## src/rtl/id_ex_stage_if.sv

```systemverilog
// Decode-to-execute bundle for id_ex_stage.
// Holds the ALU opcode package and the valid/ready handshake interface.
package id_ex_pkg;
  typedef enum logic [3:0] {
    ALU_ADD  = 4'd0,
    ALU_SUB  = 4'd1,
    ALU_SLL  = 4'd2,
    ALU_SLT  = 4'd3,
    ALU_SLTU = 4'd4,
    ALU_XOR  = 4'd5,
    ALU_SRL  = 4'd6,
    ALU_SRA  = 4'd7,
    ALU_OR   = 4'd8,
    ALU_AND  = 4'd9
  } alu_op_t;
endpackage

interface id_ex_stage_if #(
  parameter int DATA_WIDTH     = 32,
  parameter int REG_ADDR_WIDTH = 5
);
  import id_ex_pkg::*;

  logic                             id_valid;
  logic                             id_ready;
  logic [DATA_WIDTH-1:0]            id_pc;
  logic [DATA_WIDTH-1:0]            id_rs1_data;
  logic [DATA_WIDTH-1:0]            id_rs2_data;
  logic [REG_ADDR_WIDTH-1:0]        id_rs1_addr;
  logic [REG_ADDR_WIDTH-1:0]        id_rs2_addr;
  logic [REG_ADDR_WIDTH-1:0]        id_rd_addr;
  logic [DATA_WIDTH-1:0]            id_imm;
  alu_op_t                          id_alu_op;
  logic [1:0]                       id_a_sel;
  logic                             id_b_sel;
  logic                             id_reg_wr;

  logic                             ex_valid;
  logic                             ex_ready;
  logic signed [DATA_WIDTH-1:0]     ex_opr_a;
  logic signed [DATA_WIDTH-1:0]     ex_opr_b;
  alu_op_t                          ex_alu_op;
  logic [DATA_WIDTH-1:0]            ex_store_data;
  logic [DATA_WIDTH-1:0]            ex_pc;
  logic [REG_ADDR_WIDTH-1:0]        ex_rd_addr;
  logic                             ex_reg_wr;

  modport master (
    output id_valid, id_pc,
    output id_rs1_data, id_rs2_data,
    output id_rs1_addr, id_rs2_addr,
    output id_rd_addr, id_imm,
    output id_alu_op, id_a_sel,
    output id_b_sel, id_reg_wr,
    input  id_ready,
    output ex_ready,
    input  ex_valid, ex_opr_a,
    input  ex_opr_b, ex_alu_op,
    input  ex_store_data, ex_pc,
    input  ex_rd_addr, ex_reg_wr
  );

  modport slave (
    input  id_valid, id_pc,
    input  id_rs1_data, id_rs2_data,
    input  id_rs1_addr, id_rs2_addr,
    input  id_rd_addr, id_imm,
    input  id_alu_op, id_a_sel,
    input  id_b_sel, id_reg_wr,
    output id_ready,
    input  ex_ready,
    output ex_valid, ex_opr_a,
    output ex_opr_b, ex_alu_op,
    output ex_store_data, ex_pc,
    output ex_rd_addr, ex_reg_wr
  );
endinterface

```

## src/rtl/id_ex_stage.sv

```systemverilog
// ID/EX pipeline register with MEM/WB operand forwarding.
// Single-entry buffer; stalled operands are refreshed from the bypass.
module id_ex_stage #(
  parameter int DATA_WIDTH     = 32,
  parameter int REG_ADDR_WIDTH = 5
) (
  input  logic                      clk,
  input  logic                      rst_n,
  input  logic                      flush,
  input  logic                      mem_fwd_en,
  input  logic [REG_ADDR_WIDTH-1:0] mem_fwd_rd,
  input  logic [DATA_WIDTH-1:0]     mem_fwd_data,
  input  logic                      wb_fwd_en,
  input  logic [REG_ADDR_WIDTH-1:0] wb_fwd_rd,
  input  logic [DATA_WIDTH-1:0]     wb_fwd_data,
  id_ex_stage_if.slave              bus
);
  import id_ex_pkg::*;

  logic                      vld_q;
  logic [DATA_WIDTH-1:0]     pc_q;
  logic [DATA_WIDTH-1:0]     rs1_q;
  logic [DATA_WIDTH-1:0]     rs2_q;
  logic [DATA_WIDTH-1:0]     imm_q;
  logic [REG_ADDR_WIDTH-1:0] rs1a_q;
  logic [REG_ADDR_WIDTH-1:0] rs2a_q;
  logic [REG_ADDR_WIDTH-1:0] rd_q;
  alu_op_t                   op_q;
  logic [1:0]                asel_q;
  logic                      bsel_q;
  logic                      wr_q;

  logic                      load;
  logic                      stall;
  logic                      mem_hit1, mem_hit2;
  logic                      wb_hit1, wb_hit2;
  logic [DATA_WIDTH-1:0]     fwd1, fwd2;
  logic [DATA_WIDTH-1:0]     opr_a, opr_b;

  assign bus.id_ready = !vld_q || bus.ex_ready;
  assign load  = bus.id_valid && bus.id_ready && !flush;
  assign stall = vld_q && !bus.ex_ready;

  // x0 is hardwired zero, so it is never bypassed
  assign mem_hit1 = mem_fwd_en && (mem_fwd_rd == rs1a_q)
                    && (rs1a_q != '0);
  assign mem_hit2 = mem_fwd_en && (mem_fwd_rd == rs2a_q)
                    && (rs2a_q != '0);
  assign wb_hit1  = !mem_hit1 && wb_fwd_en
                    && (wb_fwd_rd == rs1a_q) && (rs1a_q != '0);
  assign wb_hit2  = !mem_hit2 && wb_fwd_en
                    && (wb_fwd_rd == rs2a_q) && (rs2a_q != '0);

  always_comb begin
    fwd1 = rs1_q;
    unique case (1'b1)
      mem_hit1: fwd1 = mem_fwd_data;
      wb_hit1:  fwd1 = wb_fwd_data;
      default:  fwd1 = rs1_q;
    endcase
  end

  always_comb begin
    fwd2 = rs2_q;
    unique case (1'b1)
      mem_hit2: fwd2 = mem_fwd_data;
      wb_hit2:  fwd2 = wb_fwd_data;
      default:  fwd2 = rs2_q;
    endcase
  end

  always_comb begin
    opr_a = '0;
    case (asel_q)
      2'd0:    opr_a = fwd1;
      2'd1:    opr_a = pc_q;
      default: opr_a = '0;
    endcase
  end

  assign opr_b = bsel_q ? imm_q : fwd2;

  always_ff @(posedge clk or negedge rst_n) begin
    if (!rst_n) begin
      vld_q <= 1'b0;
    end else if (flush) begin
      vld_q <= 1'b0;
    end else if (load) begin
      vld_q <= 1'b1;
    end else if (bus.ex_ready) begin
      vld_q <= 1'b0;
    end
  end

  always_ff @(posedge clk or negedge rst_n) begin
    if (!rst_n) begin
      pc_q   <= '0;
      rs1_q  <= '0;
      rs2_q  <= '0;
      imm_q  <= '0;
      rs1a_q <= '0;
      rs2a_q <= '0;
      rd_q   <= '0;
      op_q   <= ALU_ADD;
      asel_q <= '0;
      bsel_q <= 1'b0;
      wr_q   <= 1'b0;
    end else if (load) begin
      pc_q   <= bus.id_pc;
      rs1_q  <= bus.id_rs1_data;
      rs2_q  <= bus.id_rs2_data;
      imm_q  <= bus.id_imm;
      rs1a_q <= bus.id_rs1_addr;
      rs2a_q <= bus.id_rs2_addr;
      rd_q   <= bus.id_rd_addr;
      op_q   <= bus.id_alu_op;
      asel_q <= bus.id_a_sel;
      bsel_q <= bus.id_b_sel;
      wr_q   <= bus.id_reg_wr;
    end else if (stall) begin
      // capture a producer that retires while we wait
      rs1_q <= fwd1;
      rs2_q <= fwd2;
    end
  end

  assign bus.ex_valid      = vld_q;
  assign bus.ex_opr_a      = opr_a;
  assign bus.ex_opr_b      = opr_b;
  assign bus.ex_alu_op     = op_q;
  assign bus.ex_store_data = fwd2;
  assign bus.ex_pc         = pc_q;
  assign bus.ex_rd_addr    = rd_q;
  assign bus.ex_reg_wr     = wr_q && vld_q;

endmodule

```

## src/flat_wrapper.sv

```systemverilog
// flat-port wrapper written by rule: the top's interface ports become plain ports
module id_ex_stage_flat import id_ex_pkg::*;
#(
  parameter int DATA_WIDTH     = 32,
  parameter int REG_ADDR_WIDTH = 5
)
  (clk, rst_n, flush, mem_fwd_en, mem_fwd_rd, mem_fwd_data, wb_fwd_en, wb_fwd_rd, wb_fwd_data, bus_id_valid, bus_id_pc, bus_id_rs1_data, bus_id_rs2_data, bus_id_rs1_addr, bus_id_rs2_addr, bus_id_rd_addr, bus_id_imm, bus_id_alu_op, bus_id_a_sel, bus_id_b_sel, bus_id_reg_wr, bus_id_ready, bus_ex_ready, bus_ex_valid, bus_ex_opr_a, bus_ex_opr_b, bus_ex_alu_op, bus_ex_store_data, bus_ex_pc, bus_ex_rd_addr, bus_ex_reg_wr);
  id_ex_stage_if #(.DATA_WIDTH(DATA_WIDTH), .REG_ADDR_WIDTH(REG_ADDR_WIDTH)) bus_i ();
  input  logic clk;
  input  logic rst_n;
  input  logic flush;
  input  logic mem_fwd_en;
  input  logic [REG_ADDR_WIDTH-1:0] mem_fwd_rd;
  input  logic [DATA_WIDTH-1:0] mem_fwd_data;
  input  logic wb_fwd_en;
  input  logic [REG_ADDR_WIDTH-1:0] wb_fwd_rd;
  input  logic [DATA_WIDTH-1:0] wb_fwd_data;
  input wire logic [$bits(bus_i.id_valid)-1:0] bus_id_valid;
  input wire logic [$bits(bus_i.id_pc)-1:0] bus_id_pc;
  input wire logic [$bits(bus_i.id_rs1_data)-1:0] bus_id_rs1_data;
  input wire logic [$bits(bus_i.id_rs2_data)-1:0] bus_id_rs2_data;
  input wire logic [$bits(bus_i.id_rs1_addr)-1:0] bus_id_rs1_addr;
  input wire logic [$bits(bus_i.id_rs2_addr)-1:0] bus_id_rs2_addr;
  input wire logic [$bits(bus_i.id_rd_addr)-1:0] bus_id_rd_addr;
  input wire logic [$bits(bus_i.id_imm)-1:0] bus_id_imm;
  input wire logic [$bits(bus_i.id_alu_op)-1:0] bus_id_alu_op;
  input wire logic [$bits(bus_i.id_a_sel)-1:0] bus_id_a_sel;
  input wire logic [$bits(bus_i.id_b_sel)-1:0] bus_id_b_sel;
  input wire logic [$bits(bus_i.id_reg_wr)-1:0] bus_id_reg_wr;
  output wire logic [$bits(bus_i.id_ready)-1:0] bus_id_ready;
  input wire logic [$bits(bus_i.ex_ready)-1:0] bus_ex_ready;
  output wire logic [$bits(bus_i.ex_valid)-1:0] bus_ex_valid;
  output wire logic [$bits(bus_i.ex_opr_a)-1:0] bus_ex_opr_a;
  output wire logic [$bits(bus_i.ex_opr_b)-1:0] bus_ex_opr_b;
  output wire logic [$bits(bus_i.ex_alu_op)-1:0] bus_ex_alu_op;
  output wire logic [$bits(bus_i.ex_store_data)-1:0] bus_ex_store_data;
  output wire logic [$bits(bus_i.ex_pc)-1:0] bus_ex_pc;
  output wire logic [$bits(bus_i.ex_rd_addr)-1:0] bus_ex_rd_addr;
  output wire logic [$bits(bus_i.ex_reg_wr)-1:0] bus_ex_reg_wr;
  assign bus_i.id_valid = bus_id_valid;
  assign bus_i.id_pc = bus_id_pc;
  assign bus_i.id_rs1_data = bus_id_rs1_data;
  assign bus_i.id_rs2_data = bus_id_rs2_data;
  assign bus_i.id_rs1_addr = bus_id_rs1_addr;
  assign bus_i.id_rs2_addr = bus_id_rs2_addr;
  assign bus_i.id_rd_addr = bus_id_rd_addr;
  assign bus_i.id_imm = bus_id_imm;
  assign bus_i.id_alu_op = bus_id_alu_op;
  assign bus_i.id_a_sel = bus_id_a_sel;
  assign bus_i.id_b_sel = bus_id_b_sel;
  assign bus_i.id_reg_wr = bus_id_reg_wr;
  assign bus_id_ready = bus_i.id_ready;
  assign bus_i.ex_ready = bus_ex_ready;
  assign bus_ex_valid = bus_i.ex_valid;
  assign bus_ex_opr_a = bus_i.ex_opr_a;
  assign bus_ex_opr_b = bus_i.ex_opr_b;
  assign bus_ex_alu_op = bus_i.ex_alu_op;
  assign bus_ex_store_data = bus_i.ex_store_data;
  assign bus_ex_pc = bus_i.ex_pc;
  assign bus_ex_rd_addr = bus_i.ex_rd_addr;
  assign bus_ex_reg_wr = bus_i.ex_reg_wr;
  id_ex_stage #(.DATA_WIDTH(DATA_WIDTH), .REG_ADDR_WIDTH(REG_ADDR_WIDTH)) u_core (.clk(clk), .rst_n(rst_n), .flush(flush), .mem_fwd_en(mem_fwd_en), .mem_fwd_rd(mem_fwd_rd), .mem_fwd_data(mem_fwd_data), .wb_fwd_en(wb_fwd_en), .wb_fwd_rd(wb_fwd_rd), .wb_fwd_data(wb_fwd_data), .bus(bus_i));
endmodule
```

## config.mk

```make
export PLATFORM = sky130hd
export DESIGN_NAME = id_ex_stage_flat
export DESIGN_NICKNAME = d
export VERILOG_FILES = /design/src/rtl/id_ex_stage_if.sv /design/src/rtl/id_ex_stage.sv /design/src/flat_wrapper.sv
export SDC_FILE = /design/constraint.sdc
export NUM_CORES = 1
export LEC_CHECK = 0
export ABC_AREA = 0
export CAP_MARGIN = 20
export CORE_MARGIN = 3
export CORE_UTILIZATION = 48
export DETAILED_ROUTE_END_ITERATION = 8
export PLACE_DENSITY = 0.95
export RECOVER_POWER = 50
export SLEW_MARGIN = 10
export SYNTH_ARGS = -nofsm -noshare
export SYNTH_HDL_FRONTEND = slang
export SYNTH_SLANG_ARGS = --single-unit
export TNS_END_PERCENT = 1
```

## constraint.sdc

```tcl
create_clock -name clk -period 10.15 [get_ports clk]
set_clock_uncertainty 0.05 [all_clocks]
set_input_delay 3.045 -clock clk [delete_from_list [all_inputs] [get_ports clk]]
set_output_delay 3.045 -clock clk [all_outputs]
set_load 0.03 [all_outputs]
```

==> impl_metrics.py, run 1 <==
metrics = {
    "status": {
        "outcome": "complete, but fails checks",
        "violations_in_the_final_reports": "capacitance limit, slew limit",
    },
    "final_layout": {
        "finish.utilization_pct": 73.7,
        "drive_gt1_share_pct": 17.5,
        "fin_nets": 1405,
        "area.growth.synth_to_final_pct": 47.9,
        "final_cells": 1417,
        "nFillCells": 1206,
        "final_design_area_no_fill_um2": 13600,
    },
    "power": {
        "power.internal_mw": 1.55,
        "leakage_nw": 5.14,
        "pwr-share-clk_pct": 23.9,
        "power.switching_fraction_pct": 39.1,
        "power.total_mw": 2.55,
        "seq_power_share_pct": 31.8,
        "power.share.combinational_pct": 44.3,
        "p_sw_mw": 0.995,
        "cellPowerDensity_nw_per_um2": 188,
        "ir_drop_uv": 131,
    },
    "sta": {
        "rsz0062_at_grt": "false",
        "setup_slack_ns": 1.02,
        "timing.fmax_mhz": 109,
        "fin_crit_sh_pct": 90.0,
        "finalCriticalPeriod_ns": 9.13,
        "worst_hold_slack_ns": 0.452,
        "fin_setup_tns_ns": 0,
        "worst_slew_margin_rel_pct": -220,
        "timing.final.setup_violations": 0,
        "finalHoldViolations": 0,
        "pin_slew_with_the_least_headroom_to_its_limit_ns": 4.80,
        "final_max_slew_viol_count": 229,
    },
    "routing": {
        "drt-wirelength-per-cell_um": 24.5,
        "route.detailed.drc": 0,
        "vias_per_cell": 6.17,
        "vias": 8748,
        "router_iterations_before_antenna_repair": 5,
        "routed_wl_mm": 34.7,
        "drt.antenna.violating_nets": 0,
        "drtIter0Drc": 674,
    },
    "setup_path": {
        "cp-end-kind": "output port",
        "path_class": "primary input to output port",
        "kind_of_start_point_of_the_critical_path": "primary input",
        "crit_required_ns": 7.06,
        "startpoint": "wb_fwd_rd[1]",
        "critical_path.reg2reg.startpoint": "u_core.bus.ex_valid$_DFFE_PN0P_",
        "cp_data_arrival_time_ns": 6.04,
        "cp_max_fo": 36,
    },
    "clock_tree": {
        "tritoncts_num_sinks": 152,
        "cts_repair_resize_count": 0,
        "cts_tree": "yes",
        "cts_buffers": 17,
        "cts_hold_repair.buffers": 0,
        "post_cts.repair.setup_buffers": 0,
        "root_buffer": "clkbuf_16",
        "htree_levels": 4,
        "cts_max_path_buffers": 2,
        "clock_insertion_delay_at_the_later_pin_of_the_skew_report_ns": 0.42,
        "clk_transition_reported_paths_ns": 0.07,
    },
    "floorplanning": {
        "placeable_core_area_um2": 18400,
        "horizontal_die_dimension_um": 144,
        "placementRows": 49,
        "fp.dieArea_um2": 20800,
        "initial_core_util_pct": 49.9,
        "die_y_um": 144,
        "io_pins": 372,
    },
    "global_route": {
        "grt_antenna_before_repair": 2,
        "grt_usage_pct": 32.7,
        "grt.overflow.total": 0,
        "grt_start_max_net_pins": 86,
        "grt_first_pass_wirelength_mm": 52.4,
        "first_global_vias": 9387,
    },
    "placement": {
        "gp_routability_congestion": 0.907,
        "detailedPlace.worstSlack_ns": 1.11,
        "dp_hpwl_mm": 24.7,
        "post-place-cells": 1383,
        "portBuffers": 371,
        "dpl-instance-area_um2": 13000,
    },
    "synth": {
        "synth_area_um2": 9170,
        "synth-edff-count": 0,
        "synth-warning-count": 0,
        "synth-seq-cells": 152,
        "synth_cell_types": 35,
        "post_synth.cell_area_avg_um2": 10.9,
        "yosysSeqAreaShare_pct": 41.5,
        "synth-main-ff-cell": "dfrtp_1",
        "netlist_instances": 840,
        "async_flop_share_pct": 100,
        "syn_nets": 1072,
    },
    "min_path": {
        "min_path_type": "flop to flop",
        "hold_start": "u_core.imm_q[17]$_DFFE_PN0P_",
    },
    "job": {
        "maxCapViolations": 4,
    },
}
==> placed cells by master (no fill, tap or decap), drive strengths merged <==
| cell type | n |
|---|---|
| clkdlybuf4s50 | 326 |
| dfrtp | 152 |
| mux2 | 119 |
| mux2i | 96 |
| o21ai | 63 |
| dlygate4sd3 | 44 |
| inv | 41 |
| nor2 | 37 |
| nand2 | 34 |
| nor3 | 34 |
| o21a | 33 |
| or3 | 32 |
| a22oi | 32 |
| a221oi | 32 |
| a31oi | 31 |
| xnor2 | 20 |
| clkbuf | 20 |
| buf | 16 |
| nand4 | 4 |
| clkinv | 4 |
| or4 | 3 |
| diode | 2 |
| o211ai | 2 |
| nand2b | 2 |
| clkinvlp | 2 |
| and2 | 2 |
| or2 | 1 |
| o31a | 1 |
| nor4b | 1 |
| nor2b | 1 |
| a21oi | 1 |
==> power groups by stage <==
| stage | Sequential, mW | Combinational (mW) | Clock [mW] |
|---|---|---|---|
| after floorplan | 0.837 | 0.613 | 0 |
| after global routing | 0.822 | 1.18 | 0.643 |
| after CTS | 0.809 | 1.14 | 0.613 |
| after global placement | 0.810 | 1.10 | 0 |
| after detailed placement | 0.819 | 1.13 | 0 |
| final | 0.811 | 1.13 | 0.608 |
==> per-layer routing <==
| metal | wire [um] | vias up | GRT usage, % |
|---|---|---|---|
| met5 | 0 | - | 0 |
| li1 | - | 3767 | - |
| met1 | 12800 | 4277 | 39.3 |
| met2 | 17100 | 584 | 55.2 |
| met3 | 3240 | 120 | 7.97 |
| met4 | 1580 | 0 | 15.9 |
==> worst max-delay path, cell delays in order <==
cell             delay [ns]
clkdlybuf4s50_1        0.48
xnor2_1                0.29
o211ai_4               0.32
buf_4                  0.37
or3_1                  0.37
a31oi_2                0.24
mux2_2                 0.19
clkdlybuf4s50_1        0.72
==> final timing paths <==
check	to	slack, ns	cells after the start
hold reg to reg	u_core.imm_q[17]$_DFFE_PN0P_	0.45	1
setup reg to reg	u_core.wr_q$_DFFE_PN0P_	5.32	4
max in group asynchronous	u_core.bsel_q$_DFFE_PN0P_	1.96	2
setup / recovery	bus_ex_opr_b[10]	1.02	8
hold / removal	u_core.imm_q[17]$_DFFE_PN0P_	0.45	1
min in group asynchronous	u_core.imm_q[9]$_DFFE_PN0P_	4.28	1
==> logic make-up after synthesis <==
family | after synthesis | share of synthesized area, %
xor gates and xnor gates | 20 | 1.91
DFF | 152 | 41.5
and+or+nand+nor | 151 | 8.06
AOI/OAI and AO/OA | 195 | 18.4
buffers and inverters | 107 | 5.05
muxes | 215 | 25.1
==> cell type report <==
class | count | area (um2) | area share (%)
antenna | 2 | 5.00 | 0.0369
clock buffer | 18 | 429 | 3.17
clock inverter | 14 | 114 | 0.840
inverter | 33 | 124 | 0.914
multi-input combinational | 581 | 4950 | 36.5
sequential | 152 | 3800 | 28.1
tap | 229 | 287 | 2.11
timing repair buffer | 388 | 3840 | 28.4
==> cells in the mapped netlist (2+ instances only) <==
master	number	share of area, %
nor3_1	33	1.8
a31oi_2	10	1.4
or3_1	32	2.2
xnor2_1	20	1.9
a221oi_1	32	3.1
nor2_1	37	1.5
a31oi_4	20	4.6
and2_1	2	0.14
clkbuf_1	48	2.0
mux2i_1	96	10
buf_1	8	0.33
nand4_1	4	0.27
inv_1	33	1.4
nand2_1	34	1.4
buf_12	2	0.44
buf_2	14	0.76
o21ai_0	63	3.4
nand2b_1	2	0.14
or4_1	2	0.16
a22oi_1	32	2.6
o21a_1	33	2.7
mux2_2	119	15
dfrtp_1	152	41
==> state kept, by name, indices dropped and copies added, names as in the netlist <==
register / count
u_core.bus.ex_rd_addr: 5
u_core.rs1a_q: 5
u_core.rs1_q: 32
u_core.rs2_q: 32
u_core.rs2a_q: 5
u_core.imm_q: 32
u_core.bus.ex_alu_op: 4
u_core.bsel_q: 1
u_core.bus.ex_pc: 32
u_core.asel_q: 2
u_core.wr_q: 1
u_core.bus.ex_valid: 1
(Power assumes the default switching activity.)
==> run 2: changes to the inputs <==
--- a/config.mk
+++ b/config.mk
@@ -10,7 +10,7 @@
 export CORE_MARGIN = 3
 export CORE_UTILIZATION = 48
 export DETAILED_ROUTE_END_ITERATION = 8
-export PLACE_DENSITY = 0.95
+export PLACE_DENSITY = 0.88
 export RECOVER_POWER = 50
 export SLEW_MARGIN = 10
 export SYNTH_ARGS = -nofsm -noshare
==> impl_metrics.py, run 2 (synthesis gave the netlist of run 1 again) <==
metrics = {
    "routing": {
        "routed_wl_mm": 33.9,
        "vias_per_cell": 6.08,
        "drtIter0Drc": 713,
        "drt.antenna.violating_nets": 0,
        "router_iterations_before_antenna_repair": 5,
        "route.detailed.drc": 0,
        "drt-wirelength-per-cell_um": 24.0,
        "vias": 8584,
    },
    "power": {
        "cellPowerDensity_nw_per_um2": 190,
        "ir_drop_uv": 112,
        "power.total_mw": 2.58,
        "leakage_nw": 5.15,
    },
    "clock_tree": {
        "cts_hold_repair.buffers": 0,
        "cts_buffers": 17,
        "post_cts.repair.setup_buffers": 0,
        "htree_levels": 4,
        "cts_tree": "yes",
        "cts_repair_resize_count": 0,
        "cts_max_path_buffers": 2,
        "tritoncts_num_sinks": 152,
        "clk_transition_reported_paths_ns": 0.06,
        "clock_insertion_delay_at_the_later_pin_of_the_skew_report_ns": 0.43,
        "root_buffer": "clkbuf_16",
    },
    "global_route": {
        "grt_antenna_before_repair": 3,
        "grt.overflow.total": 0,
        "grt_start_max_net_pins": 72,
        "grt_usage_pct": 32.2,
        "first_global_vias": 8977,
        "grt_first_pass_wirelength_mm": 51.7,
    },
    "final_layout": {
        "area.growth.synth_to_final_pct": 48.0,
        "layout_common_cells": "clkdlybuf4s50_1 (326), dfrtp_1 (151), mux2_2 (119), mux2i_1 (96), o21ai_0 (63)",
        "final_common_cell": "clkdlybuf4s50_1",
        "fin_nets": 1403,
        "drive_gt1_share_pct": 17.2,
    },
    "setup_path": {
        "critical_path.reg2reg.startpoint": "u_core.bus.ex_valid$_DFFE_PN0P_",
        "cp-end-kind": "output port",
        "path_class": "primary input to output port",
        "critical_path.top_delay_family": "buffers and inverters",
        "timing.critical_path.mode_cell": "clkdlybuf4s50_1",
        "path_buf_inv": 3,
        "critical_path.max_stage_delay_ns": 0.66,
        "critical_path.slowest_cell": "clkdlybuf4s50_1",
        "kind_of_start_point_of_the_critical_path": "primary input",
        "path_cells": "clkdlybuf4s50_1, xnor2_1, o211ai_4, buf_4, or3_1, a31oi_1, mux2_2, clkdlybuf4s50_1",
        "cp_data_arrival_time_ns": 6.03,
        "cp_max_fo": 33,
        "crit_required_ns": 7.06,
        "startpoint": "wb_fwd_rd[1]",
    },
    "sta": {
        "rsz0062_at_grt": "false",
        "final_max_slew_viol_count": 208,
        "fin_setup_tns_ns": 0,
        "timing.fmax_mhz": 110,
        "timing.final.setup_violations": 0,
        "finalHoldViolations": 0,
        "finalCriticalPeriod_ns": 9.12,
        "fin_crit_sh_pct": 89.9,
        "pin_slew_with_the_least_headroom_to_its_limit_ns": 4.10,
        "worst_slew_margin_rel_pct": -173,
    },
    "min_path": {
        "hold_start": "u_core.imm_q[24]$_DFFE_PN0P_",
        "min_path_type": "flop to flop",
    },
    "floorplanning": {
        "placeable_core_area_um2": 18400,
        "io_pins": 372,
        "placementRows": 49,
        "horizontal_die_dimension_um": 144,
        "die_y_um": 144,
        "fp.dieArea_um2": 20800,
        "initial_core_util_pct": 49.9,
    },
    "status": {
        "violations_in_the_final_reports": "capacitance limit, slew limit",
        "outcome": "complete, but fails checks",
    },
    "placement": {
        "portBuffers": 371,
        "gp_routability_congestion": 0.938,
        "dp_hpwl_mm": 24.3,
    },
    "job": {
        "maxCapViolations": 5,
    },
}
run 2: changes by cell type in the layout (fill, tap and decap cells not counted), sizes merged:
cell and change:
clkbuf +1, clkinv +2, bufinv +2, inv -5, buf -3, diode -1
run 2: area by class of cell:
type                       instances  area (um2)
clock inverter                    13         146
fill                            1288        4820
antenna                            1        2.50
tap                              229         287
sequential                       152        3800
inverter                          33         124
timing repair buffer             386        3830
clock buffer                      18         439
multi-input combinational        581        4940
run 2: power by group:
part / internal (mW) / switching [mW]
clock network: 0.371 / 0.279
registers: 0.718 / 0.0888
logic: 0.511 / 0.610
run 2: through the flow:
| step | util [%] | cells | setup WS, ns | instance area [um2] | hold WS (ns) |
|---|---|---|---|---|---|
| final | 73.8 | 1413 | 1.03 | 13600 | 0.454 |
| after detailed placement | 70.8 | 1381 | 1.12 | 13000 | 0.443 |
| after global routing | 73.8 | 1413 | 0.625 | 13600 | 0.469 |
| after floorplan | - | 840 | 2.06 | 9170 | 0.423 |
| after global placement | 70.8 | 1381 | 1.18 | 13000 | 0.431 |
| after CTS | 73.9 | 1412 | 1.05 | 13600 | 0.458 |
run 2: layer usage:
metal	up-vias	routed length [um]	GRT usage (%)
met3	80	3100	8.50
met4	4	1220	13.2
met1	4233	12800	39.7
li1	3771	-	-
met5	-	33	0
met2	496	16700	53.9
run 2: final timing paths:
kind	slack (ns)	to	cells past startpoint
setup / recovery	1.03	bus_ex_opr_b[29]	8
hold / removal	0.45	u_core.imm_q[24]$_DFFE_PN0P_	1
setup reg to reg	5.68	u_core.imm_q[13]$_DFFE_PN0P_	4
hold reg to reg	0.45	u_core.imm_q[24]$_DFFE_PN0P_	1
max in group asynchronous	1.61	u_core.rs1_q[10]$_DFFE_PN0P_	3
min in group asynchronous	4.00	u_core.bus.ex_rd_addr[0]$_DFFE_PN0P_	1
run 2: worst register-to-register path, stage by stage (launching register included):
cell      delay, ns
dfrtp_1        0.39
nand2b_1       1.20
and2_0         1.32
buf_4          0.93
mux2_2         0.46
==> run 3: changes to the inputs <==
--- a/config.mk
+++ b/config.mk
@@ -9,6 +9,7 @@
 export CAP_MARGIN = 20
 export CORE_MARGIN = 3
 export CORE_UTILIZATION = 48
+export CTS_CLUSTER_SIZE = 28
 export DETAILED_ROUTE_END_ITERATION = 8
 export PLACE_DENSITY = 0.88
 export RECOVER_POWER = 50
==> results of run 3 <==
Final layout, timing and power as in run 2 (identical DEF).
